### src/rtl/ucsbece154b_perf_pkg.sv
// Shared constants for the dual-issue performance monitor: counter indices,
// RV32 opcodes of interest, FSM encoding and the issued-instruction helper.
package ucsbece154b_perf_pkg;

  localparam int NUM_CNT  = 7;
  localparam int NUM_SLOT = 8;

  localparam logic [2:0] CYCLES   = 3'd0;
  localparam logic [2:0] INSTR    = 3'd1;
  localparam logic [2:0] BRANCH   = 3'd2;
  localparam logic [2:0] BR_MISS  = 3'd3;
  localparam logic [2:0] JUMP     = 3'd4;
  localparam logic [2:0] JMP_MISS = 3'd5;
  localparam logic [2:0] STALLS   = 3'd6;

  localparam logic [6:0] OP_BRANCH = 7'b1100011;
  localparam logic [6:0] OP_JAL    = 7'b1101111;
  localparam logic [6:0] OP_JALR   = 7'b1100111;

  typedef enum logic [1:0] {
    IDLE   = 2'd0,
    RUN    = 2'd1,
    HALTED = 2'd2
  } state_t;

  function automatic logic is_real_instr(input logic [31:0] instr, input logic [31:0] nop);
    return (instr != 32'd0) && (instr != nop);
  endfunction

  function automatic logic [1:0] count_issued(input logic [31:0] d1, input logic [31:0] d2,
                                              input logic [31:0] nop);
    return {1'b0, is_real_instr(d1, nop)} + {1'b0, is_real_instr(d2, nop)};
  endfunction

endpackage

### src/rtl/ucsbece154b_perf_monitor_if.sv
// Event strobes from the pipeline plus the software read port of the monitor.
// CNT_W must match the CNT_W of the monitor the interface is bound to.
interface ucsbece154b_perf_monitor_if #(
  parameter int CNT_W = 32
) ();

  logic             clear_i;
  logic [31:0]      PCF_i;
  logic [31:0]      PCF2_i;
  logic [31:0]      InstrF_i;
  logic [31:0]      InstrF2_i;
  logic [31:0]      InstrD_i;
  logic [31:0]      InstrD2_i;
  logic [6:0]       opE_i;
  logic             MispredictE_i;
  logic             BranchTakenF_i;
  logic             Hazard_i;
  logic             rd_en_i;
  logic [2:0]       rd_addr_i;
  logic [CNT_W-1:0] rdata_o;
  logic             rvalid_o;
  logic             halted_o;

  modport master (
    output clear_i, PCF_i, PCF2_i, InstrF_i, InstrF2_i, InstrD_i, InstrD2_i, opE_i,
           MispredictE_i, BranchTakenF_i, Hazard_i, rd_en_i, rd_addr_i,
    input  rdata_o, rvalid_o, halted_o
  );

  modport slave (
    input  clear_i, PCF_i, PCF2_i, InstrF_i, InstrF2_i, InstrD_i, InstrD2_i, opE_i,
           MispredictE_i, BranchTakenF_i, Hazard_i, rd_en_i, rd_addr_i,
    output rdata_o, rvalid_o, halted_o
  );

endinterface

### src/rtl/ucsbece154b_sat_counter.sv
// Saturating event counter adding 0..2 per enabled cycle; clr wins over en.
module ucsbece154b_sat_counter #(
  parameter int W = 32
) (
  input  logic         clk,
  input  logic         reset,
  input  logic         clr,
  input  logic         en,
  input  logic [1:0]   inc,
  output logic [W-1:0] count
);

  logic [W-1:0] count_r;
  logic [W:0]   sum_s;

  // Widened sum so a carry out flags saturation instead of wrapping.
  always_comb begin
    sum_s = {1'b0, count_r} + {{(W-1){1'b0}}, inc};
  end

  // Counter register with synchronous active-low reset.
  always_ff @(posedge clk) begin
    if (!reset) begin
      count_r <= '0;
    end else if (clr) begin
      count_r <= '0;
    end else if (en) begin
      if (sum_s[W]) begin
        count_r <= '1;
      end else begin
        count_r <= sum_s[W-1:0];
      end
    end else begin
      count_r <= count_r;
    end
  end

  assign count = count_r;

endmodule

### src/rtl/ucsbece154b_perf_monitor.sv
// Dual-issue pipeline performance monitor with halt detection and a read port.
// Optional STALLS counter at address 6 is built when PERF_HAZARD_EN is defined.
module ucsbece154b_perf_monitor
  import ucsbece154b_perf_pkg::*;
#(
  parameter int          CNT_W     = 32,
  parameter logic [31:0] NOP_INSTR = 32'h00000013,
  parameter int          HALT_HOLD = 2
) (
  input logic                        clk,
  input logic                        reset,
  ucsbece154b_perf_monitor_if.slave  bus
);

  localparam int PARK_W = (HALT_HOLD < 2) ? 1 : $clog2(HALT_HOLD + 1);
  localparam logic [PARK_W-1:0] PARK_MAX = PARK_W'(HALT_HOLD);

  state_t              state_r;
  logic [PARK_W-1:0]   park_cnt_r;
  logic [PARK_W-1:0]   park_next_s;
  logic [31:0]         prev_pc1_r;
  logic [31:0]         prev_pc2_r;
  logic                halted_r;
  logic [CNT_W-1:0]    rdata_r;
  logic                rvalid_r;
  logic                parked_s;
  logic                run_s;
  logic [1:0]          inc_s [0:5];
  logic [CNT_W-1:0]    cnt_s [0:NUM_SLOT-1];

  assign run_s = (state_r == RUN);

  // Per-cycle event decode into increment amounts for each counter.
  always_comb begin
    for (int i = 0; i < 6; i++) begin
      inc_s[i] = 2'd0;
    end
    inc_s[CYCLES] = 2'd1;
    inc_s[INSTR]  = count_issued(bus.InstrD_i, bus.InstrD2_i, NOP_INSTR);
    case (bus.opE_i)
      OP_BRANCH: begin
        inc_s[BRANCH]  = 2'd1;
        inc_s[BR_MISS] = {1'b0, bus.MispredictE_i};
      end
      OP_JAL, OP_JALR: begin
        inc_s[JUMP]     = 2'd1;
        inc_s[JMP_MISS] = {1'b0, !bus.BranchTakenF_i};
      end
      default: begin
        inc_s[BRANCH] = 2'd0;
      end
    endcase
  end

  // Both fetch slots sitting on a NOP at an unchanged PC counts as parked.
  always_comb begin
    parked_s = (bus.PCF_i == prev_pc1_r) && (bus.InstrF_i == NOP_INSTR) &&
               (bus.PCF2_i == prev_pc2_r) && (bus.InstrF2_i == NOP_INSTR);
    if (!parked_s) begin
      park_next_s = '0;
    end else if (park_cnt_r == PARK_MAX) begin
      park_next_s = park_cnt_r;
    end else begin
      park_next_s = park_cnt_r + {{(PARK_W-1){1'b0}}, 1'b1};
    end
  end

  for (genvar g = 0; g < 6; g++) begin : g_cnt
    ucsbece154b_sat_counter #(.W(CNT_W)) u_cnt (
      .clk   (clk),
      .reset (reset),
      .clr   (bus.clear_i),
      .en    (run_s),
      .inc   (inc_s[g]),
      .count (cnt_s[g])
    );
  end

`ifdef PERF_HAZARD_EN
  ucsbece154b_sat_counter #(.W(CNT_W)) u_stalls (
    .clk   (clk),
    .reset (reset),
    .clr   (bus.clear_i),
    .en    (run_s),
    .inc   ({1'b0, bus.Hazard_i}),
    .count (cnt_s[STALLS])
  );
`else
  logic hazard_unused_s;
  assign hazard_unused_s = bus.Hazard_i;
  assign cnt_s[STALLS]   = '0;
`endif

  assign cnt_s[7] = '0;

  // Control FSM, park tracking and registered read port; clear_i overrides halting.
  always_ff @(posedge clk) begin
    if (!reset) begin
      state_r    <= IDLE;
      park_cnt_r <= '0;
      prev_pc1_r <= 32'd0;
      prev_pc2_r <= 32'd0;
      halted_r   <= 1'b0;
      rdata_r    <= '0;
      rvalid_r   <= 1'b0;
    end else begin
      prev_pc1_r <= bus.PCF_i;
      prev_pc2_r <= bus.PCF2_i;
      rvalid_r   <= bus.rd_en_i;
      if (bus.rd_en_i) begin
        rdata_r <= cnt_s[bus.rd_addr_i];
      end else begin
        rdata_r <= rdata_r;
      end
      if (bus.clear_i) begin
        state_r    <= RUN;
        park_cnt_r <= '0;
        halted_r   <= 1'b0;
      end else begin
        park_cnt_r <= park_next_s;
        halted_r   <= (state_r == HALTED);
        case (state_r)
          IDLE:    state_r <= RUN;
          RUN:     state_r <= (park_next_s == PARK_MAX) ? HALTED : RUN;
          HALTED:  state_r <= HALTED;
          default: state_r <= IDLE;
        endcase
      end
    end
  end

  assign bus.rdata_o  = rdata_r;
  assign bus.rvalid_o = rvalid_r;
  assign bus.halted_o = halted_r;

endmodule

### src/flat_wrapper.sv
// flat-port wrapper written by rule: the top's interface ports become plain ports
module ucsbece154b_perf_monitor_flat import ucsbece154b_perf_pkg::*;
#(
  parameter int          CNT_W     = 32,
  parameter logic [31:0] NOP_INSTR = 32'h00000013,
  parameter int          HALT_HOLD = 2
)
  (clk, reset, bus_clear_i, bus_PCF_i, bus_PCF2_i, bus_InstrF_i, bus_InstrF2_i, bus_InstrD_i, bus_InstrD2_i, bus_opE_i, bus_MispredictE_i, bus_BranchTakenF_i, bus_Hazard_i, bus_rd_en_i, bus_rd_addr_i, bus_rdata_o, bus_rvalid_o, bus_halted_o);
  ucsbece154b_perf_monitor_if #(.CNT_W(CNT_W)) bus_i ();
  input logic clk;
  input logic reset;
  input wire logic [$bits(bus_i.clear_i)-1:0] bus_clear_i;
  input wire logic [$bits(bus_i.PCF_i)-1:0] bus_PCF_i;
  input wire logic [$bits(bus_i.PCF2_i)-1:0] bus_PCF2_i;
  input wire logic [$bits(bus_i.InstrF_i)-1:0] bus_InstrF_i;
  input wire logic [$bits(bus_i.InstrF2_i)-1:0] bus_InstrF2_i;
  input wire logic [$bits(bus_i.InstrD_i)-1:0] bus_InstrD_i;
  input wire logic [$bits(bus_i.InstrD2_i)-1:0] bus_InstrD2_i;
  input wire logic [$bits(bus_i.opE_i)-1:0] bus_opE_i;
  input wire logic [$bits(bus_i.MispredictE_i)-1:0] bus_MispredictE_i;
  input wire logic [$bits(bus_i.BranchTakenF_i)-1:0] bus_BranchTakenF_i;
  input wire logic [$bits(bus_i.Hazard_i)-1:0] bus_Hazard_i;
  input wire logic [$bits(bus_i.rd_en_i)-1:0] bus_rd_en_i;
  input wire logic [$bits(bus_i.rd_addr_i)-1:0] bus_rd_addr_i;
  output wire logic [$bits(bus_i.rdata_o)-1:0] bus_rdata_o;
  output wire logic [$bits(bus_i.rvalid_o)-1:0] bus_rvalid_o;
  output wire logic [$bits(bus_i.halted_o)-1:0] bus_halted_o;
  assign bus_i.clear_i = bus_clear_i;
  assign bus_i.PCF_i = bus_PCF_i;
  assign bus_i.PCF2_i = bus_PCF2_i;
  assign bus_i.InstrF_i = bus_InstrF_i;
  assign bus_i.InstrF2_i = bus_InstrF2_i;
  assign bus_i.InstrD_i = bus_InstrD_i;
  assign bus_i.InstrD2_i = bus_InstrD2_i;
  assign bus_i.opE_i = bus_opE_i;
  assign bus_i.MispredictE_i = bus_MispredictE_i;
  assign bus_i.BranchTakenF_i = bus_BranchTakenF_i;
  assign bus_i.Hazard_i = bus_Hazard_i;
  assign bus_i.rd_en_i = bus_rd_en_i;
  assign bus_i.rd_addr_i = bus_rd_addr_i;
  assign bus_rdata_o = bus_i.rdata_o;
  assign bus_rvalid_o = bus_i.rvalid_o;
  assign bus_halted_o = bus_i.halted_o;
  ucsbece154b_perf_monitor #(.CNT_W(CNT_W), .NOP_INSTR(NOP_INSTR), .HALT_HOLD(HALT_HOLD)) u_core (.clk(clk), .reset(reset), .bus(bus_i));
endmodule
### config.mk
export PLATFORM = sky130hd
export DESIGN_NAME = ucsbece154b_perf_monitor_flat
export DESIGN_NICKNAME = d
export VERILOG_FILES = /design/src/rtl/ucsbece154b_perf_pkg.sv /design/src/rtl/ucsbece154b_perf_monitor_if.sv /design/src/rtl/ucsbece154b_sat_counter.sv /design/src/rtl/ucsbece154b_perf_monitor.sv /design/src/flat_wrapper.sv
export SDC_FILE = /design/constraint.sdc
export NUM_CORES = 1
export LEC_CHECK = 0
export CAP_MARGIN = 20
export CORE_MARGIN = 1
export CORE_UTILIZATION = 49
export DETAILED_ROUTE_END_ITERATION = 10
export GPL_TIMING_DRIVEN = 0
export PLACE_DENSITY = 0.83
export SYNTH_ARGS = -nofsm -noshare
export SYNTH_HDL_FRONTEND = slang
export SYNTH_SLANG_ARGS = --single-unit
### constraint.sdc
create_clock -name clk -period 2.5 [get_ports clk]
set_clock_uncertainty 0.15 [all_clocks]
set_input_delay 0.25 -clock clk [delete_from_list [all_inputs] [get_ports clk]]
set_output_delay 0.25 -clock clk [all_outputs]
set_load 0.01 [all_outputs]
==> run metrics <==
outcome=completed; placed inst area=around 0.017 sq mm; die area=~0.030 sq mm; Distinct cells, synth=between 60 and 70; syn avg cell area=9.42 sq um; Max Transition Viols Final=0; Placer Congestion=0.941; via count=13600; Post-CTS Hold Buffers=0; fin worst setup slack=around 0.014 ns; Max transition margin=between 30% and 40%; GR peak layer=met2; pwr/cell area=approximately 550 mW/mm^2; share of layout cells above drive strength 1=between 10% and 20%; Peak VDD IR=slightly above 0.0005 V; Seq/Total Area, Yosys=40.9%; number of enable flip-flop cells after synthesis=0; Async SR Flop Fraction=0%; worst-skew pair later-pin latency=0.56 ns; worst hold path type=in2reg; clk buf depth=3; 1st-iter DRT viols=approximately 1300; global-route met3 utilization=~6.0%; max frequency=about 400 MHz; Core Area=around 0.029 sq mm; Hold Path Depth=3; WP data arrival=around 2.8 ns; Setup crit end kind=flip-flop; R2R cell count=11; critical path required time=roughly 2.8 ns; Initial Util=around half; grt ovf=0; max cap viols=0; design area=approximately 0.019 sq mm; TritonCTS Buffers=31; Lkg Pwr=between 6 and 7 nW; DRT Pass-1 Iters=5; fin nets=between 2000 and 2500; # H-tree levels=1; met1 GRT Util=between 40 and 50%; ys flop type=dfxtp_1; Syn Inst Count=around 1500; Worst-path clk slew=approximately 0.060 ns; post-route insts no fill=between 2000 and 2500; Die W=173 um; dpl ws=-1.40 ns; CTS tree=done; vias per inst=6.04; total power=approximately 11 mW; Crit Path Max Fanout=5; Crit Path Class=in2reg; initial antenna violation count=2; P&R area growth vs syn=32.4%; worst slew pin tran=between 1 and 1.5 ns; YS warnings=0; final number of setup-violating endpoints=0; gr usage total=30.4%; first-pass GRT wire length=between 70000 and 80000 um; Post-Route WL=47800 um; final antenna-violating net count=0; Synthesized Nets=1750; DRC violations left=0; #FFs+latches synth=294; Final period util=between 90 and 100%; die height=about 170 um; Final Core Density=about two thirds; Fin Setup TNS=0 ns; M2 GR Usage=48.9%; Post-DP HPWL=roughly 35000 um; # rows=62; area of the mapped netlist=0.0144 sq mm; DR WL/cell=21.3 um; clock root buffer master=clkbuf_16; tightest hold margin=about 0.08 ns; Sink Count=294; Final min period=about 2.5 ns; Final Hold Viols=0; IO Pins=approximately 240; largest net degree at the start of global routing=15; dpl cells=about 2200; crit path launch type=input port; Port Buffers=between 200 and 250; vias in the first global route=approximately 13000
-- area by class of cell --
| class | count | area, sq um |
|---|---|---|
| Antenna cell | 1 | 2.50 |
| Buffer | 80 | 359 |
| Clock buffer | 43 | 891 |
| Clock inverter | 13 | 175 |
| Fill cell | 2148 | 9720 |
| Inverter | 24 | 90.1 |
| Multi-Input combinational cell | 1131 | 8430 |
| Sequential cell | 294 | 5890 |
| Tap cell | 384 | 480 |
| Timing Repair Buffer | 277 | 2750 |
-- layout by cell type, fill, tap and decap left out, drive strengths merged, types with 70 or more instances in the layout --
master,count
xnor2,91
nor2,104
xor2,105
a21oi,149
nand3,70
nand2,75
clkbuf,108
and2,77
dfxtp,294
clkdlybuf4s50,174
-- critical path: stages --
cell and delay [ns]:
dlygate4sd2_1 0.39, nor3_1 0.09, nand4_1 0.17, a211oi_4 0.06, fa_2 0.41, inv_2 0.08, ha_4 0.15, nand4_1 0.11
buf_6 0.16, nor4_4 0.29, and2_4 0.23, o311ai_0 0.12, o21ai_0 0.15, nor2_1 0.10
-- final timing paths --
check	start	endpoint	slack [ns]
setup / recovery	bus_InstrD_i[20]	u_core.g_cnt[1].u_cnt.count[14]$_SDFFE_PP0N_	0.01
hold / removal	bus_rd_en_i	u_core.bus.rdata_o[2]$_SDFFE_PN0P_	0.08
setup reg to reg	u_core.g_cnt[1].u_cnt.count[0]$_SDFFE_PP0N_	u_core.g_cnt[1].u_cnt.count[14]$_SDFFE_PP0N_	0.06
hold reg to reg	u_core.bus.rdata_o[12]$_SDFFE_PN0P_	u_core.bus.rdata_o[12]$_SDFFE_PN0P_	0.34
-- state kept, by name (all words and copies together) (netlist names) --
name,count
u_core.prev_pc2_r,32
u_core.bus.halted_o,1
u_core.bus.rvalid_o,1
u_core.state_r,2
u_core.park_cnt_r,2
u_core.bus.rdata_o,32
u_core.g_cnt.u_cnt.count,192
u_core.prev_pc1_r,32
-- per-layer routing --
layer | part of all wire, % | routed length, um | vias up
met5 | 0.036 | 17 | -
met3 | 9.9 | 4740 | 123
met1 | 40 | 19100 | 6491
met2 | 47 | 22300 | 725
li1 | - | - | 6227
met4 | 3.4 | 1640 | 2
-- cells in the mapped netlist (23+ instances only) --
library cell / number / area (sq um)
nor3_1: 34 / 170
and4_1: 30 / 263
nand4_1: 64 / 400
inv_1: 23 / 86.3
a22oi_1: 32 / 240
nor2_1: 100 / 375
mux4_2: 31 / 698
and2_1: 77 / 482
xor2_1: 105 / 920
clkbuf_1: 58 / 218
nand3_1: 70 / 350
nor4_1: 34 / 213
dfxtp_1: 294 / 5890
nand2_1: 74 / 278
a21oi_1: 149 / 746
mux2_2: 32 / 360
and3_1: 27 / 169
xnor2_1: 91 / 797
a211oi_1: 43 / 323
-- power breakdown --
group | internal, mW | switching [mW]
clock network | 2.89 | 1.92
registers | 4.78 | 0.0528
logic | 0.489 | 0.424
-- kinds of logic after synthesis --
family / Yosys count / share of synthesized area (%)
xor+xnor: 196 / 11.9
buf+inv: 105 / 2.94
compound gates: 292 / 12.6
flops: 294 / 40.9
simple gates: 562 / 22.7
mux: 68 / 7.81
fa+ha+maj: 12 / 1.09
-- timing repair --
action,CTS,global route
buffers inserted,19,19
cloned,2,1
endpoints found under the setup margin,125,155
pin swaps,27,22
resized for setup,57,91
(Power assumes the default switching activity.)
